$ cat src/rtl/mult_controller_if.sv
// Handshake and datapath-control bundle between the multiplier controller
// and its surroundings (input source and 4x4 multiplier datapath).
interface mult_controller_if;
    logic start;
    logic ld_1;
    logic ld_2;
    logic s0;
    logic s1;
    logic s2;
    logic clr_acc;
    logic busy;
    logic done;

    modport master (
        output start,
        input  ld_1, ld_2, s0, s1, s2, clr_acc, busy, done
    );

    modport slave (
        input  start,
        output ld_1, ld_2, s0, s1, s2, clr_acc, busy, done
    );
endinterface

$ cat src/rtl/mult_controller.sv
// Moore control FSM for the 4x4 digit-serial multiplier: sequences the four
// 2x2 partial products (HH, HL, LH, LL) into the shift-accumulate datapath.
module mult_controller (
    input  logic              clk,
    input  logic              rst,
    mult_controller_if.slave  m
);
    localparam int unsigned CTRL_W = 8;

    typedef enum logic [2:0] {
        IDLE = 3'd0,
        LOAD = 3'd1,
        P_HH = 3'd2,
        P_HL = 3'd3,
        P_LH = 3'd4,
        P_LL = 3'd5,
        DONE = 3'd6
    } state_t;

    state_t state;

    function automatic state_t next_of(input state_t s, input logic go);
        case (s)
            IDLE:    next_of = go ? LOAD : IDLE;
            LOAD:    next_of = P_HH;
            P_HH:    next_of = P_HL;
            P_HL:    next_of = P_LH;
            P_LH:    next_of = P_LL;
            P_LL:    next_of = DONE;
            DONE:    next_of = go ? LOAD : IDLE;
            default: next_of = IDLE;
        endcase
    endfunction

    // Output word: {ld_1, ld_2, s0, s1, s2, clr_acc, busy, done}
    function automatic logic [CTRL_W-1:0] decode(input state_t s);
        case (s)
            LOAD:    decode = 8'b1000_0110;
            P_HH:    decode = 8'b0111_1010;
            P_HL:    decode = 8'b0110_0010;
            P_LH:    decode = 8'b0101_1010;
            P_LL:    decode = 8'b0100_0010;
            DONE:    decode = 8'b0000_0001;
            default: decode = 8'b0000_0000;
        endcase
    endfunction

    // Outputs are registered from the next state so they line up with it.
    always_ff @(posedge clk or posedge rst) begin
        if (rst) begin
            state <= IDLE;
            {m.ld_1, m.ld_2, m.s0, m.s1, m.s2, m.clr_acc, m.busy, m.done}
                <= CTRL_W'(0);
        end else begin
            state <= next_of(state, m.start);
            {m.ld_1, m.ld_2, m.s0, m.s1, m.s2, m.clr_acc, m.busy, m.done}
                <= decode(next_of(state, m.start));
        end
    end
endmodule

$ cat src/flat_wrapper.sv
// flat-port wrapper written by rule: the top's interface ports become plain ports
module mult_controller_flat 
  (clk, rst, m_start, m_ld_1, m_ld_2, m_s0, m_s1, m_s2, m_clr_acc, m_busy, m_done);
  mult_controller_if m_i ();
  input  logic clk;
  input  logic rst;
  input wire logic [$bits(m_i.start)-1:0] m_start;
  output wire logic [$bits(m_i.ld_1)-1:0] m_ld_1;
  output wire logic [$bits(m_i.ld_2)-1:0] m_ld_2;
  output wire logic [$bits(m_i.s0)-1:0] m_s0;
  output wire logic [$bits(m_i.s1)-1:0] m_s1;
  output wire logic [$bits(m_i.s2)-1:0] m_s2;
  output wire logic [$bits(m_i.clr_acc)-1:0] m_clr_acc;
  output wire logic [$bits(m_i.busy)-1:0] m_busy;
  output wire logic [$bits(m_i.done)-1:0] m_done;
  assign m_i.start = m_start;
  assign m_ld_1 = m_i.ld_1;
  assign m_ld_2 = m_i.ld_2;
  assign m_s0 = m_i.s0;
  assign m_s1 = m_i.s1;
  assign m_s2 = m_i.s2;
  assign m_clr_acc = m_i.clr_acc;
  assign m_busy = m_i.busy;
  assign m_done = m_i.done;
  mult_controller u_core (.clk(clk), .rst(rst), .m(m_i));
endmodule
$ cat config.mk
export PLATFORM = sky130hd
export DESIGN_NAME = mult_controller_flat
export DESIGN_NICKNAME = d
export VERILOG_FILES = /design/src/rtl/mult_controller_if.sv /design/src/rtl/mult_controller.sv /design/src/flat_wrapper.sv
export SDC_FILE = /design/constraint.sdc
export NUM_CORES = 1
export LEC_CHECK = 0
export BUFFER_PORTS_ARGS = -buffer_cell sky130_fd_sc_hd__buf_2
export CAP_MARGIN = 20
export CORE_AREA = 2 2 39 41
export CTS_BUF_LIST = sky130_fd_sc_hd__clkbuf_4 sky130_fd_sc_hd__clkbuf_8
export DETAILED_ROUTE_END_ITERATION = 8
export DIE_AREA = 0 0 41 43
export GPL_ROUTABILITY_DRIVEN = 0
export SYNTH_ARGS = -nofsm -noshare
export SYNTH_HDL_FRONTEND = slang
export SYNTH_SLANG_ARGS = --single-unit
$ cat constraint.sdc
create_clock -name clk -period 1.7 [get_ports clk]
set_input_delay 0.085 -clock clk [delete_from_list [all_inputs] [get_ports clk]]
set_output_delay 0.085 -clock clk [all_outputs]
set_load 0.05 [all_outputs]
==> results.md <==
- End-of-flow core utilization: 33.4%
- Fmax: 789 MHz
- Worst setup EP type: flop
- Clock root buffer: clkbuf_4
- Max Slew Vio Count: 0
- Die area: 1760 um2
- R2r worst-path depth: 5
- Worst Min Path Start: m_start
- Max cap viols: 0
- Metal2 WL: 265 um
- Vias in the first global route: 247
- Routed length per instance: 9.13 um
- Antenna cells: 0
- Synth Cell Area: around 370 um2
- Distinct cell type count after synthesis: 15
- Most common cell after layout, fill and taps aside: buf_2
- Avg Inst Size Synth: 11.9 um2
- Critical Path, Cell by Cell: inv_1 > nor2_1 > mux2_2 > ha_1 > inv_1
- Overall routed net length: between 500 and 600 um
- Worst Max-Slew Pin Slew: 333 ps
- Critical path data arrival time: 1430 ps
- IO Pins: 11
- Post-CTS sizing: 0
- Via count: approximately 250
- Pre-antenna DRT Iters: 2
- Most frequent cells in the layout: 10 x buf_2, 9 x dfrtp_1, 4 x inv_1, 4 x clkbuf_4, 3 x nor2_1
- Area Overhead vs Synth: 24.7%
- TritonCTS Sinks: 9
- CTS buffer count: 3
- Setup TNS: 0 ps
- # DRC: 0
- Startpoint Class: flop
- CP Data Required Time: 1860 ps
- Worst-skew pair later-pin latency: between 200 and 300 ps
- Slowest stage delay, CP: 420 ps
- WHS Endpoint: u_core.m.clr_acc$_DFF_PP0_
- Final Hold Viols: 0
- FF-to-FF setup slack: roughly 430 ps
- Slowest CP cell: dfrtp_1
- Post-Syn Nets: 35
- Die width: 41 um
- Cells after synthesis: 31
- Vias per cell: 4.22
- Final setup violation count: 0
- Most common cell type on the critical path: inv_1
- RSZ-0062 raised after global routing: false
- Largest net degree at the start of global routing: 10
- Critical R2R Capture: u_core.m.ld_2$_DFF_PP0_
- GR Overflow Total: 0
- Crit-path max FO: 5
- Status: complete, no violations
- Fin cells: 60
- Hold Crit Class: in2reg
- Antenna Nets Post-Route: 0
- Register area share after synthesis: roughly three fifths
- CTS tree: done
- Kind of critical path: reg2reg
- Initial antenna violation count: 0
- YS warnings: 0
- HPWL after detailed placement: 428 um
- Crit share post-route: between 70% and 80%
- Met1 WL: 223 um
- CTS Buffer Depth: 2
- DR top layer: met4
- Global-route wire length before repair: 945 um
- Crit path time final: 1270 ps
- Clock-pin slew on the worst setup and hold paths: ~60 ps
- Max Clock Skew: 4.11 ps
- H-Tree Depth: 1
- Share of layout cells above drive strength 1: 43.2%
- Overall Global Routing Usage: 9.00%
- WL met3: 36 um
- Worst Path Buf+Inv: 2
- Reg-to-reg startpoint: u_core.state[1]$_DFF_PP0_
- Row cnt: 14
- Initial core utilization: 26.8%
- Core area: 1380 um2
- First DRT Iteration DRCs: 1
- Slew HR: 77.8%
- Placed cells: 55
- Chip height: 43 um
- Crit-path leading delay family: flip-flops
- Final net count: between 40 and 50
- Port Buffers: 10
- Hold depth: 3
- FF+latch count, synth: 9
layer usage:
layer / global-route usage, % / vias to the layer above
li1: - / 124
met1: 7.57 / 114
met2: 13.1 / 11
met3: 3.14 / 4
met4: 12.0 / 0
met5: 0 / -
synthesized netlist by cell type:
| library cell | n | area [um2] |
|---|---|---|
| dfrtp_1 | 9 | 225 |
| inv_1 | 4 | 15.0 |
| nor2_1 | 3 | 11.3 |
| a21o_2 | 2 | 17.5 |
| a21oi_1 | 2 | 10.0 |
| buf_4 | 2 | 15.0 |
| and2b_1 | 1 | 7.51 |
| and3_2 | 1 | 7.51 |
| buf_6 | 1 | 11.3 |
| ha_1 | 1 | 12.5 |
| mux2_2 | 1 | 11.3 |
| nor2b_1 | 1 | 6.26 |
| nor3_1 | 1 | 5.00 |
| nor4_1 | 1 | 6.26 |
| xor2_1 | 1 | 8.76 |
cell families after synthesis:
family                     synth area share (%)
AOI/OAI and AO/OA                          7.43
adders and majority gates                  3.38
and+or+nand+nor                            11.8
DFF                                        60.8
xor gates and xnor gates                   2.37
buffers and inverters                      11.1
muxes                                      3.04
worst min-delay path, delay by kind of cell:
kind,cells,cell delay [ps]
and+or+nand+nor,1,50
buffers and inverters,2,170
through the flow:
| stage | area, um2 | setup slack, ps | hold WS (ps) |
|---|---|---|---|
| after floorplan | 370 | 488 | -87.1 |
| after CTS | 462 | 423 | 75.5 |
| after global routing | 462 | 356 | 93.3 |
| after global placement | 422 | 444 | 59.7 |
| final | 462 | 432 | 83.2 |
| after detailed placement | 422 | 426 | 64.6 |
sequential cells by signal (all words and copies together), names as in the netlist:
| signal | count |
|---|---|
| u_core.m.ld_2 | 1 |
| u_core.state | 3 |
| u_core.m.done | 1 |
| u_core.m.s1 | 1 |
| u_core.m.busy | 1 |
| u_core.m.clr_acc | 1 |
| u_core.m.s0 | 1 |
how the worst max path moves through the flow:
stage | cells after the start | to | from
after CTS | 5 | u_core.m.ld_2$_DFF_PP0_ | u_core.state[1]$_DFF_PP0_
after global placement | 5 | u_core.m.ld_2$_DFF_PP0_ | u_core.state[1]$_DFF_PP0_
after floorplan | 5 | u_core.m.ld_2$_DFF_PP0_ | u_core.state[1]$_DFF_PP0_
final | 5 | u_core.m.ld_2$_DFF_PP0_ | u_core.state[1]$_DFF_PP0_
after detailed placement | 5 | u_core.m.ld_2$_DFF_PP0_ | u_core.state[1]$_DFF_PP0_
after global routing | 5 | u_core.m.ld_2$_DFF_PP0_ | u_core.state[1]$_DFF_PP0_
final cells by class:
class                   count  area (um2)
well taps                  16        20.0
multi-input cells          15         104
repair buffers             12        67.6
fillers                   143         922
clock buffers               4        30.0
flip-flops and latches      9         225
inverters                   4        15.0
what timing repair did:
| item | 4_1_cts | 5_1_grt |
|---|---|---|
| buffers inserted | 0 | 0 |
| endpoints found under the setup margin | 0 | 0 |
| endpoints found under the hold margin | 9 | 0 |
| hold buffers | 1 | 0 |
Power is left out: the tool's default activity adds up to more than one toggle a clock period on the data nets, which glitch-free logic cannot reach.
